File: config.mk
export PLATFORM = sky130hd
export DESIGN_NAME = usb_tx_encoder_flat
export DESIGN_NICKNAME = d
export VERILOG_FILES = /design/src/rtl/usb_tx_encoder_if.sv /design/src/rtl/usb_tx_encoder.sv /design/src/flat_wrapper.sv
export SDC_FILE = /design/constraint.sdc
export NUM_CORES = 1
export LEC_CHECK = 0
export BUFFER_PORTS_ARGS = -buffer_cell sky130_fd_sc_hd__buf_2
export CAP_MARGIN = 20
export CORE_AREA = 2 2 75 63
export CTS_CLUSTER_DIAMETER = 80
export DETAILED_ROUTE_END_ITERATION = 8
export DIE_AREA = 0 0 77 65
export PLACE_DENSITY = 0.7
export SLEW_MARGIN = 20
export SYNTH_ARGS = -nofsm -noshare
export SYNTH_HDL_FRONTEND = slang
export SYNTH_SLANG_ARGS = --single-unit
File: constraint.sdc
create_clock -name clk -period 3.09 [get_ports clk]
set_input_delay 0.1545 -clock clk [delete_from_list [all_inputs] [get_ports clk]]
set_output_delay 0.1545 -clock clk [all_outputs]
set_load 0.02 [all_outputs]
File: src/rtl/usb_tx_encoder_if.sv
// Byte-side handshake and D+/D- line outputs of the full-speed USB transmit encoder.
// The packet controller uses the master modport; the encoder uses the slave modport.
interface usb_tx_encoder_if;
   logic       tx_start;
   logic [7:0] tx_pid;
   logic       packet_type;
   logic       tx_nodata;
   logic [7:0] tx_data;
   logic       tx_data_valid;
   logic       tx_last;
   logic       tx_data_ready;
   logic       d_plus_out;
   logic       d_minus_out;
   logic       tx_busy;
   logic       tx_done;
   logic       tx_error;

   modport master (
      output tx_start, tx_pid, packet_type, tx_nodata, tx_data, tx_data_valid, tx_last,
      input  tx_data_ready, d_plus_out, d_minus_out, tx_busy, tx_done, tx_error
   );

   modport slave (
      input  tx_start, tx_pid, packet_type, tx_nodata, tx_data, tx_data_valid, tx_last,
      output tx_data_ready, d_plus_out, d_minus_out, tx_busy, tx_done, tx_error
   );
endinterface

File: src/rtl/usb_tx_encoder.sv
// Full-speed USB packet transmitter: SYNC, PID, payload, CRC16, bit stuffing, NRZI, EOP.
// Optional CRC16 generation is compiled in when USB_TX_CRC16_EN is defined.
module usb_tx_encoder #(
   parameter int CLKS_PER_BIT = 8
) (
   input logic             clk,
   input logic             rst,
   usb_tx_encoder_if.slave bus
);
   // state     | meaning
   // S_IDLE    | lines at J, waiting for tx_start
   // S_SYNC    | sending 8'h80 LSB first
   // S_PID     | sending the PID byte
   // S_DATA    | sending payload bytes, CRC accumulating
   // S_CRC     | sending inverted CRC16
   // S_EOP_SE0 | two bit times of SE0
   // S_EOP_J   | one bit time of J, then tx_done
   typedef enum logic [2:0] {
      S_IDLE, S_SYNC, S_PID, S_DATA, S_CRC, S_EOP_SE0, S_EOP_J
   } state_t;

   localparam int            CW      = $clog2(CLKS_PER_BIT);
   localparam logic [CW-1:0] CLKS_M1 = CW'(CLKS_PER_BIT - 1);

   state_t        state_q, state_d;
   logic [CW-1:0] clk_cnt_q, clk_cnt_d;
   logic [3:0]    bit_cnt_q, bit_cnt_d;
   logic [7:0]    shift_q, shift_d;
   logic [7:0]    pid_q, pid_d;
   logic [2:0]    ones_q, ones_d;
   logic          last_q, last_d;
   logic          data_pkt_q, data_pkt_d;
   logic          nodata_q, nodata_d;
   logic          dp_q, dp_d;
   logic          se0_q, se0_d;
   logic          done_q, done_d;
`ifdef USB_TX_CRC16_EN
   logic [15:0]   crc_q, crc_d;
   logic          crc_fb;
`endif
   logic          tc, emit, emit_bit, do_byte, do_end, do_eop, ready_c, error_c;

   always_comb begin
      state_d    = state_q;
      clk_cnt_d  = clk_cnt_q;
      bit_cnt_d  = bit_cnt_q;
      shift_d    = shift_q;
      pid_d      = pid_q;
      ones_d     = ones_q;
      last_d     = last_q;
      data_pkt_d = data_pkt_q;
      nodata_d   = nodata_q;
      dp_d       = dp_q;
      se0_d      = se0_q;
      done_d     = 1'b0;
      emit       = 1'b0;
      emit_bit   = 1'b0;
      do_byte    = 1'b0;
      do_end     = 1'b0;
      do_eop     = 1'b0;
      ready_c    = 1'b0;
      error_c    = 1'b0;
`ifdef USB_TX_CRC16_EN
      crc_d      = crc_q;
      crc_fb     = 1'b0;
`endif
      tc = (clk_cnt_q == '0);
      if (state_q != S_IDLE)
         clk_cnt_d = tc ? CLKS_M1 : clk_cnt_q - 1'b1;

      case (state_q)
         S_IDLE: begin
            if (bus.tx_start && !done_q) begin
               state_d    = S_SYNC;
               clk_cnt_d  = CLKS_M1;
               pid_d      = bus.tx_pid;
               data_pkt_d = bus.packet_type;
               nodata_d   = bus.tx_nodata;
               bit_cnt_d  = 4'd0;
               shift_d    = 8'h40;
               emit       = 1'b1;
`ifdef USB_TX_CRC16_EN
               crc_d      = 16'hFFFF;
`endif
            end
         end
         S_SYNC, S_PID, S_DATA, S_CRC: begin
            if (tc) begin
               // a pending stuff bit always wins over advancing the bit position
               if (ones_q == 3'd6) begin
                  dp_d   = ~dp_q;
                  ones_d = 3'd0;
               end else if (state_q != S_CRC && bit_cnt_q != 4'd7) begin
                  emit      = 1'b1;
                  emit_bit  = shift_q[0];
                  shift_d   = shift_q >> 1;
                  bit_cnt_d = bit_cnt_q + 4'd1;
               end else begin
                  case (state_q)
                     S_SYNC: begin
                        state_d   = S_PID;
                        bit_cnt_d = 4'd0;
                        emit      = 1'b1;
                        emit_bit  = pid_q[0];
                        shift_d   = pid_q >> 1;
                     end
                     S_PID: begin
                        if (!data_pkt_q)   do_eop  = 1'b1;
                        else if (nodata_q) do_end  = 1'b1;
                        else               do_byte = 1'b1;
                     end
                     S_DATA: begin
                        if (last_q) do_end  = 1'b1;
                        else        do_byte = 1'b1;
                     end
                     default: begin
`ifdef USB_TX_CRC16_EN
                        if (bit_cnt_q != 4'd15) begin
                           emit      = 1'b1;
                           emit_bit  = ~crc_q[0];
                           crc_d     = crc_q >> 1;
                           bit_cnt_d = bit_cnt_q + 4'd1;
                        end else begin
                           do_eop = 1'b1;
                        end
`else
                        do_eop = 1'b1;
`endif
                     end
                  endcase
               end
            end
         end
         S_EOP_SE0: begin
            if (tc) begin
               if (bit_cnt_q == 4'd0) begin
                  bit_cnt_d = 4'd1;
               end else begin
                  state_d = S_EOP_J;
                  se0_d   = 1'b0;
                  dp_d    = 1'b1;
               end
            end
         end
         S_EOP_J: begin
            if (tc) begin
               state_d = S_IDLE;
               done_d  = 1'b1;
            end
         end
         default: state_d = S_IDLE;
      endcase

      if (do_byte) begin
         if (bus.tx_data_valid) begin
            ready_c   = 1'b1;
            last_d    = bus.tx_last;
            state_d   = S_DATA;
            bit_cnt_d = 4'd0;
            emit      = 1'b1;
            emit_bit  = bus.tx_data[0];
            shift_d   = bus.tx_data >> 1;
         end else begin
            error_c = 1'b1;
            do_eop  = 1'b1;
         end
      end

      if (do_end) begin
`ifdef USB_TX_CRC16_EN
         state_d   = S_CRC;
         bit_cnt_d = 4'd0;
         emit      = 1'b1;
         emit_bit  = ~crc_q[0];
         crc_d     = crc_q >> 1;
`else
         do_eop = 1'b1;
`endif
      end

      if (do_eop) begin
         state_d   = S_EOP_SE0;
         se0_d     = 1'b1;
         bit_cnt_d = 4'd0;
         ones_d    = 3'd0;
      end

      // NRZI: a 0 toggles the line, a 1 holds it
      if (emit) begin
         dp_d   = emit_bit ? dp_q : ~dp_q;
         ones_d = emit_bit ? ones_q + 3'd1 : 3'd0;
      end

`ifdef USB_TX_CRC16_EN
      // reflected form of 0x8005: shifts toward bit 0, so crc_q[0] is the next bit out
      crc_fb = emit_bit ^ crc_q[0];
      if (emit && state_d == S_DATA)
         crc_d = (crc_q >> 1) ^ (crc_fb ? 16'hA001 : 16'h0000);
`endif
   end

   always_ff @(posedge clk or posedge rst) begin
      if (rst) begin
         state_q    <= S_IDLE;
         clk_cnt_q  <= '0;
         bit_cnt_q  <= 4'd0;
         shift_q    <= 8'h00;
         pid_q      <= 8'h00;
         ones_q     <= 3'd0;
         last_q     <= 1'b0;
         data_pkt_q <= 1'b0;
         nodata_q   <= 1'b0;
         dp_q       <= 1'b1;
         se0_q      <= 1'b0;
         done_q     <= 1'b0;
`ifdef USB_TX_CRC16_EN
         crc_q      <= 16'hFFFF;
`endif
      end else begin
         state_q    <= state_d;
         clk_cnt_q  <= clk_cnt_d;
         bit_cnt_q  <= bit_cnt_d;
         shift_q    <= shift_d;
         pid_q      <= pid_d;
         ones_q     <= ones_d;
         last_q     <= last_d;
         data_pkt_q <= data_pkt_d;
         nodata_q   <= nodata_d;
         dp_q       <= dp_d;
         se0_q      <= se0_d;
         done_q     <= done_d;
`ifdef USB_TX_CRC16_EN
         crc_q      <= crc_d;
`endif
      end
   end

   assign bus.d_plus_out    = dp_q & ~se0_q;
   assign bus.d_minus_out   = ~dp_q & ~se0_q;
   assign bus.tx_busy       = (state_q != S_IDLE);
   assign bus.tx_done       = done_q;
   assign bus.tx_data_ready = ready_c;
   assign bus.tx_error      = error_c;
endmodule

File: src/flat_wrapper.sv
// flat-port wrapper written by rule: the top's interface ports become plain ports
module usb_tx_encoder_flat 
#(
   parameter int CLKS_PER_BIT = 8
)
  (clk, rst, bus_tx_start, bus_tx_pid, bus_packet_type, bus_tx_nodata, bus_tx_data, bus_tx_data_valid, bus_tx_last, bus_tx_data_ready, bus_d_plus_out, bus_d_minus_out, bus_tx_busy, bus_tx_done, bus_tx_error);
  usb_tx_encoder_if bus_i ();
  input logic clk;
  input logic rst;
  input wire logic [$bits(bus_i.tx_start)-1:0] bus_tx_start;
  input wire logic [$bits(bus_i.tx_pid)-1:0] bus_tx_pid;
  input wire logic [$bits(bus_i.packet_type)-1:0] bus_packet_type;
  input wire logic [$bits(bus_i.tx_nodata)-1:0] bus_tx_nodata;
  input wire logic [$bits(bus_i.tx_data)-1:0] bus_tx_data;
  input wire logic [$bits(bus_i.tx_data_valid)-1:0] bus_tx_data_valid;
  input wire logic [$bits(bus_i.tx_last)-1:0] bus_tx_last;
  output wire logic [$bits(bus_i.tx_data_ready)-1:0] bus_tx_data_ready;
  output wire logic [$bits(bus_i.d_plus_out)-1:0] bus_d_plus_out;
  output wire logic [$bits(bus_i.d_minus_out)-1:0] bus_d_minus_out;
  output wire logic [$bits(bus_i.tx_busy)-1:0] bus_tx_busy;
  output wire logic [$bits(bus_i.tx_done)-1:0] bus_tx_done;
  output wire logic [$bits(bus_i.tx_error)-1:0] bus_tx_error;
  assign bus_i.tx_start = bus_tx_start;
  assign bus_i.tx_pid = bus_tx_pid;
  assign bus_i.packet_type = bus_packet_type;
  assign bus_i.tx_nodata = bus_tx_nodata;
  assign bus_i.tx_data = bus_tx_data;
  assign bus_i.tx_data_valid = bus_tx_data_valid;
  assign bus_i.tx_last = bus_tx_last;
  assign bus_tx_data_ready = bus_i.tx_data_ready;
  assign bus_d_plus_out = bus_i.d_plus_out;
  assign bus_d_minus_out = bus_i.d_minus_out;
  assign bus_tx_busy = bus_i.tx_busy;
  assign bus_tx_done = bus_i.tx_done;
  assign bus_tx_error = bus_i.tx_error;
  usb_tx_encoder #(.CLKS_PER_BIT(CLKS_PER_BIT)) u_core (.clk(clk), .rst(rst), .bus(bus_i));
endmodule
==> qor.csv <==
stage,metric,value,unit
floorplan,die area,5005,um^2
worst_setup_path,"reg-to-reg slack, setup",0.62,ns
drt,WL met3,154,um
global_route,GRT overflow,0,
sta,Final Max Tran Viols,0,
global_route,number of global-route vias before repair,1547,
drt,Max Used Layer,met4,
place,placed insts,295,
place,cell area after placement,2248,um^2
final_layout,Synth-to-Final Area Change,14.60,%
drt,DR vias/cell,5.526,
final_layout,"most common cell after layout, fill and taps aside",dfrtp_1,
sta,Post-Route Setup TNS,0,ns
cts,clk sink count,35,
cts,Longest Clk Path Bufs,2,
worst_setup_path,CP Cell Sequence,nor2b_1 -> o21ai_0 -> or3_1 -> inv_2 -> buf_2,
final_layout,Final Cell Area,2376,um^2
run_status,outcome,"complete, no violations",
worst_setup_path,Setup crit start kind,flip-flop,
worst_setup_path,largest incremental delay on the critical path,0.72,ns
power_and_ir_drop,pwr dens,797.1,nW/um^2
place,Port Buffer Count,28,
synthesis,asr flop ratio synth,100.0,%
final_layout,most frequent cells in the layout,"dfrtp_1 (34), buf_2 (28), o21ai_0 (16), nor2_1 (15), a21oi_1 (13)",
sta,Worst Tran Pin Value,0.6779,ns
worst_setup_path,critical path depth in cells,5,
worst_setup_path,Reg-to-Reg Start,u_core.bit_cnt_q[0],
worst_setup_path,worst r2r path cells,7,
worst_setup_path,Crit path max-delay family,simple AND/OR/NAND/NOR gates,
power_and_ir_drop,leakage,1.114,nW
synthesis,number of flops mapped to enable cells by yosys,0,
floorplan,Die H,65,um
synthesis,Synth Area in Simple Gates,19.86,%
floorplan,starting density of the core,47.67,%
drt,M1 wire length,2331,um
worst_setup_path,Critical Path Fanout Max,21,
sta,Final Hold Fails,0,
synthesis,Post-Syn Area,2073,um^2
synthesis,Netlist cell types,57,
final_layout,nets,272,
synthesis,largest family of logic cells by synthesized area,compound AO/OA/AOI/OAI gates,
global_route,first-pass GRT wire length,7452,um
drt,Routed Antenna Nets,0,
synthesis,compound-gate portion of the synthesized area,21.12,%
worst_setup_path,R2R Path End,u_core.ones_q[0],
sta,Worst Skew,0.003640,ns
cts,clock root cell,clkbuf_8,
synthesis,mux contribution to synthesized area,6.457,%
worst_setup_path,CP bufs+invs,2,
cts,"Reg clk slew, reported paths",0.07,ns
place,HPWL after DPL,3328,um
power_and_ir_drop,VDD IR max,0.0004083,V
min_path,Hold Crit Start,bus_tx_last,
worst_setup_path,Worst EP required,2.94,ns
cts,setup bufs post-CTS,0,
cts,TritonCTS clock tree,yes,
synthesis,Ys Warns,0,
sta,RSZ-0062 raised after global routing,false,
synthesis,XOR/XNOR share of the synthesized area,0,%
synthesis,Mapped Cells,216,
sta,fmax,0.3883,GHz
drt,Detailed Route WL,4462,um
synthesis,post-synthesis sequential area ratio,42.31,%
cts,CTS Buf Count,5,
final_layout,Fill cells,442,
floorplan,Die W,77,um
global_route,initial antenna violation count,0,
global_route,GRT Total Usage,18.82,%
final_layout,"non-filler cells, final",304,
synthesis,Adder-Cell Fraction of Synth Area,3.621,%
floorplan,I/O pin cnt,29,
drt,DRC Markers,0,
global_route,largest net degree at the start of global routing,30,
min_path,worst hold path type,primary input to flip-flop,
sta,Tcrit/Tclk final,83.34,%
worst_setup_path,Worst EP arrival,2.42,ns
drt,TritonRoute pass-1 iters,4,
sta,# setup viols final,0,
cts,H-tree levels,2,
synthesis,Main synth FF type,dfrtp_1,
synthesis,syn_nets,245,
worst_setup_path,Setup Crit Path Kind,flip-flop to output pin,
final_layout,layout cells sized above 1,27.87,%
drt,met2 wire length,1936,um
cts,worst skew pair latency,0.29,ns
worst_setup_path,worst setup path end,bus_tx_data_ready,
synthesis,"FF+latch count, synth",35,
drt,Routed wire per std cell,14.68,um
worst_setup_path,Worst Setup SP,u_core.state_q[1],
place,GPL Wtd Cong,0.8351,
worst_setup_path,CP max stage cell,dfrtp_1,
synthesis,Avg Inst Size Synth,9.598,um^2
floorplan,# rows,22,
worst_setup_path,CP endpoint kind,output pin,
flow_run,Max-Cap Viols,0,
final_layout,ANT cells,0,
drt,DR iter-0 viols,130,
floorplan,Core ar.,4349,um^2
drt,total number of vias,1680,
sta,relative slew slack,54.81,%
sta,crit path time final,2.575,ns
[timing repair]
item                                   in CTS  in global routing
resized for setup                           0                  0
hold buffers                                0                  1
endpoints found under the hold margin       0                 23
[power breakdown]
part | switching (mW) | total [mW] | internal [mW]
clock network | 0.166 | 0.427 | 0.261
registers | 0.157 | 0.782 | 0.625
logic | 0.354 | 0.685 | 0.330
total | 0.678 | 1.89 | 1.22
[logic make-up after synthesis]
group | Yosys count
AND/OR/NAND/NOR | 71
adder cells (fa/ha/maj) | 6
multiplexers | 12
flip-flops | 35
AO/OA/AOI/OAI | 63
buffers and inverters | 29
[worst min-delay path by stage]
stage               slack [ns]  cells past startpoint                 to
global placement          0.37                      3      u_core.last_q
CTS                       0.08                      3      u_core.last_q
floorplan                 0.26                      2      u_core.last_q
global route              0.09                      2  u_core.data_pkt_q
detailed placement        0.38                      3      u_core.last_q
finish                    0.09                      3      u_core.last_q
[per-layer routing]
| metal | global-route usage [%] | up-vias |
|---|---|---|
| met5 | 0 | - |
| met2 | 28.29 | 27 |
| li1 | - | 843 |
| met4 | 4.688 | 0 |
| met1 | 28.05 | 804 |
| met3 | 3.621 | 6 |
[layout make-up]
class	instances	area (um^2)	share of cell area, %
Multi-Input combinational cell	152	1059	44.55
Sequential cell	35	877.1	36.91
Timing Repair Buffer	35	195.2	8.215
Clock buffer	6	82.58	3.476
Tap cell	60	75.07	3.160
Inverter	14	52.55	2.212
Clock inverter	2	35.03	1.474
[cell usage after synthesis, types with 2 or more instances]
| master | number | share of area, % |
|---|---|---|
| nor2b_1 | 5 | 1.5 |
| nand3b_1 | 2 | 0.72 |
| a21oi_1 | 13 | 3.1 |
| a21boi_0 | 2 | 0.72 |
| nand2b_1 | 2 | 0.60 |
| a21o_1 | 5 | 1.8 |
| inv_1 | 12 | 2.2 |
| nor2_1 | 15 | 2.7 |
| o21ai_0 | 16 | 3.9 |
| a222oi_1 | 6 | 2.9 |
| and3_1 | 3 | 0.91 |
| ha_1 | 6 | 3.6 |
| dfrtp_1 | 34 | 41 |
| inv_2 | 2 | 0.36 |
| nor4_1 | 2 | 0.60 |
| a31oi_1 | 4 | 1.2 |
| o31ai_1 | 2 | 0.72 |
| mux2_2 | 11 | 6.0 |
| or3_1 | 2 | 0.60 |
| nand2_1 | 11 | 2.0 |
| a311oi_1 | 2 | 0.85 |
| and2_1 | 2 | 0.60 |
| clkbuf_1 | 8 | 1.4 |
| buf_2 | 2 | 0.48 |
| nand3_1 | 6 | 1.4 |
| nor3_1 | 8 | 1.9 |
| buf_6 | 3 | 1.6 |
[metrics by stage]
stage | util (%) | setup slack [ns] | power [mW] | hold slack (ns)
2_1_floorplan | - | 1.027 | 1.317 | 0.2599
3_3_place_gp | 51.70 | 0.7004 | 1.452 | 0.3687
3_5_place_dp | 51.70 | 0.6475 | 1.474 | 0.3773
4_1_cts | 54.40 | 0.5216 | 1.901 | 0.08407
5_1_grt | 54.63 | 0.3644 | 2.032 | 0.09181
6_report | 54.63 | 0.5148 | 1.894 | 0.08592
[sequential cells by signal, summed over array words and instances (netlist names)]
name / count
u_core.bit_cnt_q: 4
u_core.bus.tx_done: 1
u_core.clk_cnt_q: 3
u_core.data_pkt_q: 1
u_core.dp_q: 1
u_core.last_q: 1
u_core.nodata_q: 1
u_core.ones_q: 3
u_core.pid_q: 8
u_core.se0_q: 1
u_core.shift_q: 8
u_core.state_q: 3
[worst reg2reg max path, cell delays in order (launching register included)]
cell     delay [ns]
dfrtp_1        0.41
ha_1           0.27
and3b_1        0.30
nand3_2        0.11
or3_1          0.46
inv_2          0.11
or4b_4         0.60
a21oi_2        0.15
Power figures use the tool's default switching activity.
